$ cat config.mk
export PLATFORM = sky130hd
export DESIGN_NAME = branch_scanner
export DESIGN_NICKNAME = d
export VERILOG_FILES = /design/src/rtl/branch_scanner_pkg.sv /design/src/rtl/branch_scanner_cache.sv /design/src/rtl/branch_scanner.sv
export SDC_FILE = /design/constraint.sdc
export NUM_CORES = 1
export LEC_CHECK = 0
export ABC_AREA = 1
export CELL_PAD_IN_SITES_DETAIL_PLACEMENT = 1
export CELL_PAD_IN_SITES_GLOBAL_PLACEMENT = 2
export CORE_MARGIN = 2
export CORE_UTILIZATION = 30
export CTS_BUF_LIST = sky130_fd_sc_hd__clkbuf_8 sky130_fd_sc_hd__clkbuf_16
export DETAILED_ROUTE_END_ITERATION = 7
export PLACE_DENSITY_LB_ADDON = 0.1
export SYNTH_ARGS = -nofsm -noshare
export SYNTH_HDL_FRONTEND = slang
export SYNTH_SLANG_ARGS = --single-unit
$ cat constraint.sdc
create_clock -name clock -period 7 [get_ports clock]
set_input_delay 1.4 -clock clock [delete_from_list [all_inputs] [get_ports clock]]
set_output_delay 1.4 -clock clock [all_outputs]
set_load 0.05 [all_outputs]
$ cat src/rtl/branch_scanner_pkg.sv
// Shared BeeF core definitions: opcodes plus the bracket-scanner state and direction types.
package definitions;

  typedef enum logic [3:0] {
    NOP     = 4'h0,
    INC_DP  = 4'h1,
    DEC_DP  = 4'h2,
    INC_ACC = 4'h3,
    DEC_ACC = 4'h4,
    OUT_ACC = 4'h5,
    IN_ACC  = 4'h6,
    CBF     = 4'h7,
    CBB     = 4'h8,
    HALT    = 4'h9
  } op_code;

  typedef enum logic [1:0] {
    S_IDLE,
    S_SCAN,
    S_RESOLVE
  } scan_state_e;

  typedef enum logic {
    DIR_FWD,
    DIR_BWD
  } scan_dir_e;

  function automatic scan_dir_e branch_dir(input op_code op);
    return (op == CBB) ? DIR_BWD : DIR_FWD;
  endfunction

endpackage

$ cat src/rtl/branch_scanner_cache.sv
// Fully associative jump-target cache keyed on {pc, direction}; round-robin replacement.
module jump_target_cache
  import definitions::*;
#(
  parameter int unsigned ADDR_W        = 16,
  parameter int unsigned CACHE_ENTRIES = 4
) (
  input  logic              i_clk,
  input  logic              i_rst_n,
  input  logic              i_flush,
  input  logic [ADDR_W-1:0] i_lk_pc,
  input  scan_dir_e         i_lk_dir,
  output logic              o_hit,
  output logic [ADDR_W-1:0] o_target,
  input  logic              i_ins,
  input  logic [ADDR_W-1:0] i_ins_pc,
  input  scan_dir_e         i_ins_dir,
  input  logic [ADDR_W-1:0] i_ins_target
);

  generate
    if (CACHE_ENTRIES == 0) begin : g_none
      logic w_unused;
      assign w_unused = ^{i_clk, i_rst_n, i_flush, i_lk_pc, i_lk_dir,
                          i_ins, i_ins_pc, i_ins_dir, i_ins_target};
      assign o_hit    = 1'b0;
      assign o_target = '0;
    end else begin : g_cache
      localparam int unsigned IDX_W = (CACHE_ENTRIES > 1) ? $clog2(CACHE_ENTRIES) : 1;
      localparam int unsigned LAST  = CACHE_ENTRIES - 1;

      logic              r_valid [CACHE_ENTRIES];
      logic [ADDR_W-1:0] r_pc    [CACHE_ENTRIES];
      scan_dir_e         r_dir   [CACHE_ENTRIES];
      logic [ADDR_W-1:0] r_tgt   [CACHE_ENTRIES];
      logic [IDX_W-1:0]  r_rr;
      logic              w_match;
      logic [IDX_W-1:0]  w_match_idx;

      always_comb begin
        o_hit       = 1'b0;
        o_target    = '0;
        w_match     = 1'b0;
        w_match_idx = '0;
        for (int unsigned i = 0; i < CACHE_ENTRIES; i++) begin
          if (r_valid[i] && r_pc[i] == i_lk_pc && r_dir[i] == i_lk_dir) begin
            o_hit    = 1'b1;
            o_target = r_tgt[i];
          end
          if (r_valid[i] && r_pc[i] == i_ins_pc && r_dir[i] == i_ins_dir) begin
            w_match     = 1'b1;
            w_match_idx = IDX_W'(i);
          end
        end
      end

      // Overwriting a present key leaves the round-robin pointer untouched.
      always_ff @(posedge i_clk or negedge i_rst_n) begin
        if (!i_rst_n) begin
          for (int unsigned i = 0; i < CACHE_ENTRIES; i++) begin
            r_valid[i] <= 1'b0;
            r_pc[i]    <= '0;
            r_dir[i]   <= DIR_FWD;
            r_tgt[i]   <= '0;
          end
          r_rr <= '0;
        end else if (i_flush) begin
          for (int unsigned i = 0; i < CACHE_ENTRIES; i++) begin
            r_valid[i] <= 1'b0;
          end
        end else if (i_ins) begin
          if (w_match) begin
            r_tgt[w_match_idx] <= i_ins_target;
          end else begin
            r_valid[r_rr] <= 1'b1;
            r_pc[r_rr]    <= i_ins_pc;
            r_dir[r_rr]   <= i_ins_dir;
            r_tgt[r_rr]   <= i_ins_target;
            r_rr          <= (r_rr == IDX_W'(LAST)) ? '0 : r_rr + 1'b1;
          end
        end
      end
    end
  endgenerate

endmodule

$ cat src/rtl/branch_scanner.sv
// Sequential CBF/CBB bracket matcher: walks program memory tracking nesting depth,
// with a jump-target cache so repeated branches resolve without a walk.
module branch_scanner
  import definitions::*;
#(
  parameter int unsigned ADDR_W        = 16,
  parameter int unsigned DEPTH_W       = 8,
  parameter int unsigned CACHE_ENTRIES = 4
) (
  input  logic              clock,
  input  logic              reset_n,
  input  logic              issue,
  input  op_code            instr,
  input  logic [ADDR_W-1:0] pc,
  input  logic              acc_zero,
  input  logic              flush,
  output logic              mem_req,
  output logic [ADDR_W-1:0] mem_addr,
  input  logic              mem_ack,
  input  op_code            mem_data,
  output logic              busy,
  output logic              done,
  output logic              taken,
  output logic [ADDR_W-1:0] target_pc,
  output logic              error
);

  scan_state_e        r_state, w_next;
  logic [ADDR_W-1:0]  r_pc, r_addr, r_target;
  scan_dir_e          r_dir;
  logic [DEPTH_W-1:0] r_depth, w_depth_next;
  logic               r_mem_req, r_taken, r_error, r_flushed;

  scan_dir_e          w_issue_dir;
  logic               w_is_branch, w_cond, w_accept, w_init_edge, w_start_scan;
  logic [ADDR_W-1:0]  w_init_addr, w_step_addr, w_hit_target;
  logic               w_hit, w_same, w_opp, w_ack, w_found, w_err, w_addr_edge, w_insert;

  assign w_is_branch  = (instr == CBF) || (instr == CBB);
  assign w_issue_dir  = branch_dir(instr);
  assign w_cond       = (instr == CBF) ? acc_zero : !acc_zero;
  assign w_accept     = (r_state == S_IDLE) && issue && w_is_branch;
  assign w_init_addr  = (w_issue_dir == DIR_FWD) ? pc + 1'b1 : pc - 1'b1;
  assign w_init_edge  = (w_issue_dir == DIR_FWD) ? (&pc) : (pc == '0);
  assign w_start_scan = w_cond && !w_hit && !w_init_edge;

  assign w_same       = (r_dir == DIR_FWD) ? (mem_data == CBF) : (mem_data == CBB);
  assign w_opp        = (r_dir == DIR_FWD) ? (mem_data == CBB) : (mem_data == CBF);
  assign w_depth_next = w_same ? r_depth + 1'b1 : (w_opp ? r_depth - 1'b1 : r_depth);
  assign w_addr_edge  = (r_dir == DIR_FWD) ? (&r_addr) : (r_addr == '0);
  assign w_step_addr  = (r_dir == DIR_FWD) ? r_addr + 1'b1 : r_addr - 1'b1;
  assign w_ack        = (r_state == S_SCAN) && mem_ack;
  assign w_found      = w_ack && w_opp && (r_depth == DEPTH_W'(1));
  // Depth overflow and address wrap are the only scan failures; a match wins over a wrap.
  assign w_err        = w_ack && ((w_same && (&r_depth)) || (!w_found && w_addr_edge));
  assign w_insert     = w_found && !r_flushed;

  jump_target_cache #(
    .ADDR_W       (ADDR_W),
    .CACHE_ENTRIES(CACHE_ENTRIES)
  ) u_cache (
    .i_clk       (clock),
    .i_rst_n     (reset_n),
    .i_flush     (flush),
    .i_lk_pc     (pc),
    .i_lk_dir    (w_issue_dir),
    .o_hit       (w_hit),
    .o_target    (w_hit_target),
    .i_ins       (w_insert),
    .i_ins_pc    (r_pc),
    .i_ins_dir   (r_dir),
    .i_ins_target(r_addr)
  );

  always_ff @(posedge clock or negedge reset_n) begin
    if (!reset_n) r_state <= S_IDLE;
    else          r_state <= w_next;
  end

  always_comb begin
    w_next = r_state;
    unique case (r_state)
      S_IDLE:    if (w_accept) w_next = w_start_scan ? S_SCAN : S_RESOLVE;
      S_SCAN:    if (w_found || w_err) w_next = S_RESOLVE;
      S_RESOLVE: w_next = S_IDLE;
      default:   w_next = S_IDLE;
    endcase
  end

  always_comb begin
    busy = (r_state != S_IDLE);
    done = (r_state == S_RESOLVE);
  end

  always_ff @(posedge clock or negedge reset_n) begin
    if (!reset_n) begin
      r_pc      <= '0;
      r_dir     <= DIR_FWD;
      r_depth   <= '0;
      r_addr    <= '0;
      r_mem_req <= 1'b0;
      r_taken   <= 1'b0;
      r_target  <= '0;
      r_error   <= 1'b0;
      r_flushed <= 1'b0;
    end else if (w_accept) begin
      r_pc      <= pc;
      r_dir     <= w_issue_dir;
      r_flushed <= 1'b0;
      r_error   <= 1'b0;
      r_taken   <= 1'b0;
      r_target  <= pc;
      if (w_cond && w_hit) begin
        r_taken  <= 1'b1;
        r_target <= w_hit_target;
      end else if (w_cond && w_init_edge) begin
        r_error <= 1'b1;
      end else if (w_cond) begin
        r_depth   <= DEPTH_W'(1);
        r_addr    <= w_init_addr;
        r_mem_req <= 1'b1;
      end
    end else if (r_state == S_SCAN) begin
      if (flush) r_flushed <= 1'b1;
      if (w_err) begin
        r_mem_req <= 1'b0;
        r_error   <= 1'b1;
        r_taken   <= 1'b0;
        r_target  <= r_pc;
      end else if (w_found) begin
        r_mem_req <= 1'b0;
        r_taken   <= 1'b1;
        r_target  <= r_addr;
      end else if (w_ack) begin
        r_depth <= w_depth_next;
        r_addr  <= w_step_addr;
      end
    end
  end

  assign mem_req   = r_mem_req;
  assign mem_addr  = r_addr;
  assign taken     = r_taken;
  assign target_pc = r_target;
  assign error     = r_error;

endmodule

# Word-level counts from Yosys, hierarchy flattened
# Index checks and enable logic that the tools add are counted.
# Widths: inputs -> output; s select.
# classes
n_bitwise,5
muxes,85
n_addsub,7
eq_ne,32
magnitude_cmp,4
n_reduce_logical,63
# ops
op,n
$mux 16,21
$bwmux 64,3
$eq 16x16->1,8
$mux 8,10
$demux 16 s2,2
$mux 64,1
$mux 1,36
$add 16x1->16 const B,2
$logic_not 16->1,2
$reduce_and 16->1,2
$sub 16x1->16 const B,2
$logic_and 1x1->1,31
$reduce_and 8->1,2
$ne 2x2->1 const B,7
$mux 2,6
$mux 4,3
$reduce_and 2->1,6
$reduce_bool 2->1,6
$add 8x1->8 const B,1
$eq 1x1->1,8
$eq 4x3->1 const B,2
$eq 4x4->1 const B,2
$eq 8x1->1 const B,1
$sub 8x1->8 const B,1
19 further kinds,31
# word_totals
elab_cells,223
reg_bits,201

# Depth between registers and ports, before layout
# depth
word_depth,14
depth_mapped,17
depth_no_buf,16

# Cells and area by module
# A second synthesis with hierarchy kept.
# unflattened
cells_unflattened,2179
area_unflattened_um2,14116.0
# modules_own_cells
module,cells_each,area_each_um2,instances
jump_target_cache,1332,8834.7,1
branch_scanner,847,5281.3,1

# Worst setup path before layout
# Ideal clock, no wire load.
# synth_path
kind,input port to flip-flop
startpoint,input port instr[3]
endpoint,"register r_addr[13], in the netlist mem_addr[13]"
required_ns,6.882
cell_stages,14
setup_time_ns,0.118
t_arrival_ns,3.276
path_slack_ns,3.605
path_cell_list,inv_1 nor2_2 nand2_2 inv_1 ha_1 a21oi_1 nand2_1 a21oi_1 nand3b_1 nand3_1 nand3_1 o21ai_0 nand4_1 nand2_1
# synth_via
elab_chain_len,11
# synth_rtl
item,line_no,rtl
"start, declared",branch_scanner.sv:13,"input op_code instr,"
$eq 4x4->1 *,branch_scanner_pkg.sv:29,return (op == CBB) ? DIR_BWD : DIR_FWD;
$mux 1 *,branch_scanner_pkg.sv:29,
named net u_cache.i_lk_dir,branch_scanner_cache.sv:12,"input scan_dir_e i_lk_dir,"
$eq 1x1->1,branch_scanner_cache.sv:46,if (r_valid[i] && r_pc[i] == i_lk_pc && r_dir[i] == i_lk_dir) begin
$logic_and 1x1->1,branch_scanner_cache.sv:46,
$mux 1 (4 in a row),branch_scanner_cache.sv:46,
$logic_and 1x1->1,branch_scanner.sv:113,if (w_cond && w_hit) begin
$ne 2x2->1 (no source line),-,
$reduce_and 7->1 (no source line),-,
"end signal, assigned",branch_scanner.sv:120,r_addr <= w_init_addr;
"end signal, assigned",branch_scanner.sv:136,r_addr <= w_step_addr;
"end, declared",branch_scanner.sv:29,"logic [ADDR_W-1:0] r_pc, r_addr, r_target;"
# Mark *: on every way through the listed nets, which the timed path passes. The rest lies on a longest branch. The select of a mux whose other input is x is not followed.
# A chain may end at the register's enable or synchronous reset.

# Final worst setup path
# layout_path
startpoint,input port instr[1]
endpoint,"register r_addr[13], in the netlist mem_addr[13]"
# The elaborated chain is that of the path after synthesis.

==> flow_summary.json <==
{
  "status": "completed",
  "grt_max_degree": 85,
  "path_buf_inv": 2,
  "cp.arrival_ns": 5.07,
  "layout.cells.non_filler": 2905,
  "finalClockSkew_ns": 0.01110,
  "fmax_ghz": 0.2194,
  "min_from": "u_cache.g_cache.r_tgt[59]",
  "ff_latch_area_um2": 5030,
  "seqPwrFrac": 0.371,
  "slowest_stage": "inv_1",
  "worst_ep_required_time_ns": 7.51,
  "root_buffer": "clkbuf_16",
  "hold_violations": 0,
  "dp_cells": 2854,
  "cts_setup_buffers": 0,
  "endpoint_kind": "register",
  "port_buffers": 66,
  "min_path_type": "reg -> reg",
  "fin_crit_ns": 4.557,
  "ys_dominant_reg_cell": "dfrtp_1",
  "drcViolationCount": 0,
  "layout_commonest_cell": "nand2_1",
  "switching_share": 0.3834,
  "clockBufferDepth": 3,
  "powerDensity_nw_per_um2": 229.5,
  "io_pins": 67,
  "p_leak_nw": 8.231,
  "first_global_vias": 15980,
  "h-tree-depth": 1,
  "drt-pass1-iter-count": 5,
  "worstPathCellList": "clkdlybuf4s50_1, nor2_2, nand2_2, inv_1, ha_1, a21oi_1, nand2_1, a21oi_1, nand3b_1, nand2_1, nand2_1, nand3_1, o21ai_0, nand4_1, nand2_1",
  "final_cell_mix": "753 x nand2_1, 289 x nor2_1, 239 x nand3_1",
  "rsz0062_at_grt": "false",
  "path_clk_slew_ns": 0.06,
  "drt-vias-per-instance": 5.434,
  "grt_pass1_wl_um": 108000,
  "grt_usage": 0.2918,
  "critPathTopFamily": "simple AND/OR/NAND/NOR gates",
  "slew_viol_final": 0,
  "cts_num_sinks": 201,
  "internal_power_mw": 2.364,
  "gp_congestion": 0.9568,
  "die_h_um": 224.8,
  "tritoncts": "done",
  "p_clk_frac": 0.389,
  "ir_drop_mv": 0.1794,
  "slew_headroom": 0.2714,
  "rr_startpoint": "r_dir",
  "grt_overflow": 0,
  "insertion_delay_ns": 0.58,
  "synth_nets": 2319,
  "setup.worst_path.start": "instr[1]",
  "vias": 15790,
  "cts_resized": 0,
  "dr.first_iter.drc_count": 1308,
  "initial_core_util": 0.3049,
  "coreArea_um2": 47950,
  "ys_ff_latch": 201,
  "hold_buffers": 0,
  "post-place-ws_ns": 1.926,
  "drive_gt1_frac": 0.05461,
  "switching_power_mw": 1.470,
  "syn_area_um2": 14620,
  "rows": 80,
  "synth_edf_count": 0,
  "numCtsBuffers": 27,
  "combPwrFrac": 0.240,
  "setup_viol": 0,
  "grt_antenna_before_repair": 1,
  "yosysSeqAreaShare": 0.3441,
  "fin_crit_sh": 0.6510,
  "worstPathMaxFanout": 15,
  "path_class": "in -> reg",
  "avgSynthCellArea_um2": 6.492,
  "drt.antenna.violating_nets": 0,
  "critPathMostFrequentCell": "nand2_1",
  "multi_input_area_um2": 8404,
  "routedWlPerCell_um": 25.22,
  "worstMarginPinSlew_ns": 1.090,
  "wl_um": 73270,
  "async_flop_share": 1.000,
  "slowest_delay_ns": 0.53,
  "syn_inst": 2252,
  "setup_slack_ns": 2.443,
  "area_delta_synth_final_pct": 14.28,
  "fillers": 6140,
  "dieArea_um2": 50510,
  "dieWidth_um": 224.8,
  "start_kind": "input pin",
  "drv_cap": 0,
  "yosysUniqueCellTypes": 48,
  "dp_hpwl_um": 53650,
  "nets": 2335,
  "ys.warnings.count": 0,
  "tns_ns": 0
}
==> registers in the layout, indices dropped and copies added (netlist names), 2 cells and up <==
register / count
r_depth: 8
target_pc: 16
u_cache.g_cache.r_pc: 64
u_cache.g_cache.r_dir: 4
r_pc: 16
r_state: 2
mem_addr: 16
u_cache.g_cache.r_tgt: 64
u_cache.g_cache.r_valid: 4
u_cache.g_cache.r_rr: 2
==> power groups by stage <==
stage / Sequential [mW] / Combinational, mW / Clock [mW]
2_1_floorplan: 1.40 / 0.480 / 0
3_3_place_gp: 1.44 / 0.910 / 0
3_5_place_dp: 1.44 / 0.912 / 0
4_1_cts: 1.42 / 0.916 / 1.52
5_1_grt: 1.42 / 0.992 / 1.56
6_report: 1.42 / 0.920 / 1.49
==> worst register-to-register path, stage by stage (launching register included) <==
cell	delay [ns]
dfrtp_1	0.57
buf_4	0.42
inv_2	0.25
nand2_1	0.16
nand2_1	0.07
nor2_1	0.09
nand4_1	0.08
nor3_1	0.27
nand3_1	0.47
nand4_1	0.92
buf_4	0.48
o21ai_0	0.17
==> layer usage <==
| layer | GRT usage | vias up | routed length, um |
|---|---|---|---|
| met1 | 0.4169 | 7890 | 34030 |
| li1 | - | 7315 | - |
| met4 | 0.1051 | 0 | 2674 |
| met5 | 0 | - | 0 |
| met2 | 0.4475 | 461 | 32190 |
| met3 | 0.04154 | 120 | 4374 |
==> worst paths after layout <==
check | endpoint | slack [ns] | cells after the start
max | mem_addr[13] | 2.44 | 15
min | u_cache.g_cache.r_tgt[59] | 0.48 | 2
max reg2reg | u_cache.g_cache.r_valid[2] | 2.91 | 11
min reg2reg | u_cache.g_cache.r_tgt[59] | 0.48 | 2
max in group asynchronous | mem_addr[12] | 4.76 | 2
min in group asynchronous | u_cache.g_cache.r_pc[29] | 0.83 | 1
==> area by class of cell <==
type / instances / share of cell area
antenna: 1 / 0.0001498
clock buffer: 32 / 0.04456
sequential: 201 / 0.3011
clock inverter: 18 / 0.01198
multi-input combinational: 1759 / 0.5031
inverter: 189 / 0.04247
timing repair buffer: 90 / 0.05063
tap: 615 / 0.04606
==> cell usage after synthesis (3+ instances only) <==
cell       count  area [um^2]
clkbuf_1      33        123.9
nand4_2        3        37.54
nor4_1         9        56.30
o21ai_0       74        370.4
inv_2         20        75.07
clkinv_1       3        11.26
o22ai_1        7        43.79
ha_1          35        437.9
o211ai_1       3        22.52
xor2_1        22        192.7
buf_1          4        15.01
nand2_1      753         2826
nor3b_1        3        22.52
inv_1        166        623.1
o21bai_1      14        105.1
nand3b_1      20        150.1
nor2_2         7        43.79
buf_2         60        300.3
or2_2          5        31.28
nor3_1        16        80.08
a21oi_1       67        335.3
nor2_1       289         1085
nor2_4         3        33.78
nand4_1       68        425.4
nand3_1      239         1196
xnor2_1       35        306.5
nand3_2        3        30.03
o21ai_1       54        270.3
nand2_2        3        18.77
dfrtp_1      201         5030
o2111ai_1      3        26.28
buf_4          5        37.54
nor3_2         3        30.03
==> through the flow <==
| stage | hold WS (ns) | area [um^2] | total power, mW | util |
|---|---|---|---|---|
| 3_3_place_gp | 0.4582 | 15760 | 2.348 | 0.3287 |
| 3_5_place_dp | 0.4637 | 15760 | 2.350 | 0.3287 |
| 5_1_grt | 0.4945 | 16700 | 3.975 | 0.3484 |
| 6_report | 0.4762 | 16710 | 3.834 | 0.3484 |
| 4_1_cts | 0.4776 | 16700 | 3.851 | 0.3484 |
| 2_1_floorplan | 0.4422 | 14620 | 1.882 | - |
==> kinds of logic (layout without fill, tap and decap cells) <==
logic type	Yosys count	in the layout	share of synthesized area
AOI/OAI and AO/OA	232	232	0.08550
xor gates and xnor gates	57	57	0.03415
adders and majority gates	37	37	0.03269
buffers and inverters	292	329	0.08148
DFF	201	201	0.3441
muxes	2	2	0.001369
other	0	1	0
and+or+nand+nor	1431	1431	0.4207
(Power assumes the default switching activity.)
